## src/rtl/mul_sequencer.sv

```systemverilog
// Sequential shift-and-add unsigned multiplier: one partial product per BUSY cycle.
// Optional build macro MUL_EARLY_EXIT_EN ends BUSY as soon as the remaining multiplier is zero.
module mul_sequencer #(
  parameter int WIDTH = 32
) (
  input  logic                 clk_i,
  input  logic                 rst_i,
  input  logic                 start_i,
  input  logic [2:0]           ALUCtrl_i,
  input  logic                 flush_i,
  input  logic [WIDTH-1:0]     src1_i,
  input  logic [WIDTH-1:0]     src2_i,
  output logic                 stall_o,
  output logic                 busy_o,
  output logic                 done_o,
  output logic [2*WIDTH-1:0]   product_o
);

  localparam int CW = $clog2(WIDTH);
  localparam logic [2:0] ALU_MULT = 3'b011;

  typedef enum logic [1:0] {
    IDLE = 2'd0,
    BUSY = 2'd1,
    DONE = 2'd2
  } state_t;

  state_t               state_q;
  logic [CW-1:0]        cnt_q, cnt_d;
  logic [2*WIDTH-1:0]   mcand_q, mcand_d;
  logic [WIDTH-1:0]     mplier_q, mplier_d;
  logic [2*WIDTH-1:0]   acc_q, acc_d;
  logic [2*WIDTH-1:0]   prod_q;
  logic                 busy_q, done_q;
  logic                 accept;
  logic                 last_iter;
  logic                 finish;

  assign accept = start_i && (ALUCtrl_i == ALU_MULT) && !flush_i;

  assign acc_d    = mplier_q[0] ? (acc_q + mcand_q) : acc_q;
  assign mcand_d  = mcand_q << 1;
  assign mplier_d = mplier_q >> 1;
  assign cnt_d    = cnt_q + CW'(1);

  assign last_iter = (cnt_q == CW'(WIDTH - 1));

`ifdef MUL_EARLY_EXIT_EN
  // Once the multiplier has no set bits left, later iterations only add zero.
  assign finish = last_iter || (mplier_d == '0);
`else
  assign finish = last_iter;
`endif

  always_ff @(posedge clk_i or posedge rst_i) begin
    if (rst_i) begin
      state_q  <= IDLE;
      cnt_q    <= '0;
      mcand_q  <= '0;
      mplier_q <= '0;
      acc_q    <= '0;
      prod_q   <= '0;
      busy_q   <= 1'b0;
      done_q   <= 1'b0;
    end else if (flush_i) begin
      state_q <= IDLE;
      busy_q  <= 1'b0;
      done_q  <= 1'b0;
    end else begin
      case (state_q)
        IDLE, DONE: begin
          if (accept) begin
            mcand_q  <= {{WIDTH{1'b0}}, src1_i};
            mplier_q <= src2_i;
            acc_q    <= '0;
            cnt_q    <= '0;
            state_q  <= BUSY;
            busy_q   <= 1'b1;
          end else begin
            state_q  <= IDLE;
            busy_q   <= 1'b0;
          end
          done_q <= 1'b0;
        end
        BUSY: begin
          acc_q    <= acc_d;
          mcand_q  <= mcand_d;
          mplier_q <= mplier_d;
          cnt_q    <= cnt_d;
          if (finish) begin
            prod_q  <= acc_d;
            state_q <= DONE;
            busy_q  <= 1'b0;
            done_q  <= 1'b1;
          end
        end
        default: begin
          state_q <= IDLE;
          busy_q  <= 1'b0;
          done_q  <= 1'b0;
        end
      endcase
    end
  end

  // Stall must see an acceptable start in the same cycle so the PC freezes before the accepting edge.
  assign stall_o   = (state_q == BUSY) || (((state_q == IDLE) || (state_q == DONE)) && accept);
  assign busy_o    = busy_q;
  assign done_o    = done_q;
  assign product_o = prod_q;

endmodule

```

## config.mk

```make
export PLATFORM = sky130hd
export DESIGN_NAME = mul_sequencer
export DESIGN_NICKNAME = d
export VERILOG_FILES = /design/src/rtl/mul_sequencer.sv
export SDC_FILE = /design/constraint.sdc
export NUM_CORES = 1
export LEC_CHECK = 0
export CORE_MARGIN = 8
export CORE_UTILIZATION = 45
export CTS_BUF_LIST = sky130_fd_sc_hd__clkbuf_8
export CTS_CLUSTER_DIAMETER = 80
export DETAILED_ROUTE_END_ITERATION = 12
export DONT_BUFFER_PORTS = 1
export RECOVER_POWER = 50
export SLEW_MARGIN = 20
export SYNTH_ARGS = -nofsm -noshare
export SYNTH_HDL_FRONTEND = slang
export SYNTH_SLANG_ARGS = --single-unit
```

## constraint.sdc

```tcl
create_clock -name clk_i -period 12.3 [get_ports clk_i]
set_input_delay 3.075 -clock clk_i [delete_from_list [all_inputs] [get_ports clk_i]]
set_output_delay 3.075 -clock clk_i [all_outputs]
set_load 0.005 [all_outputs]
```

Word level (Yosys, flattened, before mapping)
Cells that the tools add are included.
{ "op_classes": {"n_addsub": 2, "n_eq_ne": 6, "n_mux": 20, "bitwise_logic": 1, "reduce_logical": 11} }
{ "op_table": {"columns": ["cell", "n"], "rows": [
  ["$pmux 64 s2", 2],
  ["$mux 64", 3],
  ["$add 64x64->64", 1],
  ["$pmux 32 s2", 1],
  ["$mux 32", 1],
  ["$pmux 5 s2", 1],
  ["$mux 1", 7],
  ["$reduce_and 3->1", 2],
  ["$add 5x1->5 const B", 1],
  ["$eq 5x5->1 const B", 1],
  ["$mux 5", 1],
  ["$mux 2", 2],
  ["$pmux 2 s2", 1],
  ["$eq 3x2->1 const B", 1],
  ["$logic_and 1x1->1", 3],
  ["$ne 3x3->1 const B", 1],
  ["$eq 2x1->1 const B", 1],
  ["$eq 2x2->1 const B", 1],
  ["$logic_not 2->1", 1],
  ["$logic_or 1x1->1", 2],
  ["$ne 2x2->1 const B", 1],
  ["$pmux 1 s2", 1],
  ["$reduce_bool 2->1", 1],
  ["$reduce_or 2->1", 1],
  ["other kinds (2)", 2]
]} }
{ "word_totals": {"ff_bits": 233, "in_bits": 71, "elab_cells": 48} }

Logic depth before layout (Yosys ltp)
{ "logic_depth": {"word_depth": 6, "depth_mapped": 13, "mapped_depth_nobuf": 13} }

Least setup slack after synthesis
OpenSTA, ideal clock, no wires.
{ "synth_timing": {"kind": "input to output", "from": "in start_i", "to": "out stall_o", "arrival_ns": 3.899, "t_required_ns": 9.225, "slack_ns": 5.326, "cell_stages": 5, "path_cell_list": "nand4b_1 or3_1 clkbuf_1 clkbuf_1 nand2_1"} }
{ "synth_via": {"elab_chain_len": 4} }
{ "synth_rtl": {"columns": ["element", "line_no", "text"], "rows": [
  ["start: declaration", "8", "input logic start_i,"],
  ["$logic_and 1x1->1 (2 in a row)", "39", "assign accept = start_i && (ALUCtrl_i == ALU_MULT) && !flush_i;"],
  ["$logic_and 1x1->1", "107", "assign stall_o = (state_q == BUSY) || (((state_q == IDLE) || (state_q == DONE)) && accept);"],
  ["$logic_or 1x1->1", "107", null],
  ["end: declaration", "13", "output logic stall_o,"]
]} }
Every way passes these cells.

==> run summary <==
Worst VDD drop: 80.9 uV
ys async rst share: 100%
ratio of cells with drive above 1 in the final layout: 6.73%
final cell count without fillers: 1861
max incr delay on CP: 2.85 ns
area post-placement: 13700 um^2
register bit total from synthesis: 233
met2 usage: 30.5%
initial core utilization: 45.5%
post-CTS sizing: 0
total power: 2.21 mW
final worst path period need: 8.23 ns
cts hold-fix bufs: 0
final WL: 35200 um
RSZ-0062 raised after global routing: no
CTS root buf: clkbuf_8
TritonCTS clock tree: built
endpoints failing hold: 0
multi-input logic area: 7200 um^2
Routed WL per cell: 18.9 um
die area: 35700 um^2
CP endpoint kind: async pin
Hold WS: 0.481 ns
GR Util met1: 26.1%
cell area after layout: 14500 um^2
Syn Nets: 1613
sequential area share after synthesis: 43.3%
postcts setup bufs: 0
Ys Warns: 0
TritonRoute pass-1 iters: 5
critical path's top delay family: buffers and inverters
CP arrival: 8.25 ns
initial antenna violation count: 0
Yosys cell types: 68
largest net degree at the start of global routing: 132
EDFF count, synth: 0
max_cap viols: 5
Total GRT Usage: 19.5%
failing checks: max-capacitance violations, max-slew violations
Main synth FF type: dfrtp_1
Final Util: 49.2%
post-route ant nets: 0
crit share post-route: 66.9%
Max Slew Vio Count: 343
Mapped Cells: 1476
Fin Setup TNS: 0 ns
Setup CP Type: input port to async pin
Rows: 63
grt ovf: 0
I/O Buffers: 0
clock latency on the worst-skew pair: 0.55 ns
Max Root-Sink Buffers: 3
mapped cell area: 13500 um^2
DRC: 0
I/O Pins: 138
vias in the first global route: 10.5k
LEAKAGE: 7.16 nW
M3 GR Usage: 5.57%
Area growth syn-to-layout: 8.02%
Worst-Margin Slew: 5.19 ns
pre-CTS WS: 4.80 ns
placed cell count: 1789
average cell area after synthesis: 9.11 um^2
hpwl dp: 24500 um
CP Data Required Time: 12.32 ns
Slew headroom: -248%
routability-driven placement congestion ratio: 0.933
Worst Skew: 0.0252 ns
CTS Sinks: 233
final setup fails: 0
CP Launch Type: input port
DR vias: 10.6k
Hold WC Path Type: flop to flop
diodes inserted: 0
final setup margin: 4.07 ns
total CTS buffers: 42
busiest layer in global routing: met2
Via density: 5.70
buffers and inverters on the worst path: 2
Power Dens Cells: 152 nW/um^2
first-pass GRT wire length: 57200 um
Worst Path Max Fanout: 118
critical path cell sequence: clkinvlp_2 > clkbuf_1
fmax: 0.121 GHz
Filler Cell Count: 2832
status: finished with violations
clock-pin slew on the worst setup and hold paths: 0.06 ns
1st-iter DRT viols: 614
slowest CP cell: clkinvlp_2
htree depth: 2
DIE HEIGHT: 189 um
area taken by flip-flops and latches: 5830 um^2
die width: 189 um
layout net count: 1580
Core ar.: 29600 um^2
-- area by class of cell --
| type | instances | share of cell area, % |
|---|---|---|
| Multi-Input combinational cell | 1129 | 49.5 |
| Sequential cell | 233 | 40.1 |
| Clock buffer | 52 | 4.93 |
| Tap cell | 390 | 3.36 |
| Clock inverter | 20 | 0.809 |
| Inverter | 25 | 0.654 |
| Timing Repair Buffer | 12 | 0.568 |
-- power by group --
part	switching, mW	total, mW	internal [mW]	leakage, nW
clock	0.327	0.728	0.401	0.474
sequential	0.0869	0.949	0.862	3.15
combinational	0.324	0.538	0.214	3.54
-- logic make-up (layout without fill, tap and decap cells) --
kind of cell / Yosys count / in the layout / synth area share [%]
and+or+nand+nor: 470 / 470 / 15.6
buffers and inverters: 114 / 109 / 3.35
adders and majority gates: 66 / 66 / 6.19
xor gates and xnor gates: 64 / 64 / 4.17
DFF: 233 / 233 / 43.3
AOI/OAI and AO/OA: 415 / 415 / 18.7
muxes: 114 / 114 / 8.59
-- sequential cells by signal, summed over array words and instances, names as in the netlist --
| register | flops |
|---|---|
| done_o | 1 |
| busy_o | 1 |
| state_q | 2 |
| product_o | 64 |
| cnt_q | 5 |
| mcand_q | 64 |
| acc_q | 64 |
| mplier_q | 32 |
-- path summary, 6_finish.rpt --
kind                              from       endpoint  slack, ns  depth (start not counted)
hold reg to reg            mplier_q[1]    mplier_q[1]       0.48                          2
setup / recovery                 rst_i  product_o[54]       4.07                          2
setup reg to reg            state_q[0]  product_o[52]       6.66                          7
hold / removal             mplier_q[1]    mplier_q[1]       0.48                          2
max in group clk_i             flush_i  product_o[52]       4.69                          6
min in group asynchronous        rst_i  product_o[17]       4.01                          1
-- layer usage --
layer	wire length [um]	vias to the layer above
li1	-	5211
met1	16200	5082
met2	15800	267
met3	2570	52
met4	699	0
met5	0	-
-- cells in the final DEF (no fill, tap or decap), types with 36 or more instances in the layout --
cell	n
clkbuf_8	52
dfrtp_1	232
mux2i_1	108
nor2_1	37
ha_1	65
nand3_1	70
o21ai_0	185
inv_1	36
a21oi_1	84
nand2_1	273
-- Yosys cell counts, types with 4 or more instances --
cell type,n,area (um^2)
nor2b_1,8,50.1
nor3_1,11,55.1
mux2i_1,108,1080
a22o_1,34,298
and3_1,6,37.5
a21oi_1,84,420
or3_1,5,31.3
o31ai_1,7,52.6
and4_1,4,35.0
nand3b_1,4,30.0
nand3_1,70,350
dfrtp_1,233,5830
nand2_1,273,1020
a21o_1,20,150
buf_4,4,30.0
buf_1,15,56.3
nand4_1,17,106
o21bai_1,7,52.6
buf_2,6,30.0
a21oi_2,5,43.8
o211ai_1,8,60.1
xor2_1,29,254
a31oi_1,14,87.6
o21ai_1,8,40.0
nor2_1,40,150
o21a_1,9,67.6
ha_1,65,813
xnor2_1,35,307
clkbuf_1,64,240
o221ai_1,5,43.8
inv_1,24,90.1
o21ai_0,185,926
nor3b_1,12,90.1
nand2b_1,4,25.0
No activity file was read; power rests on OpenSTA's default activity.
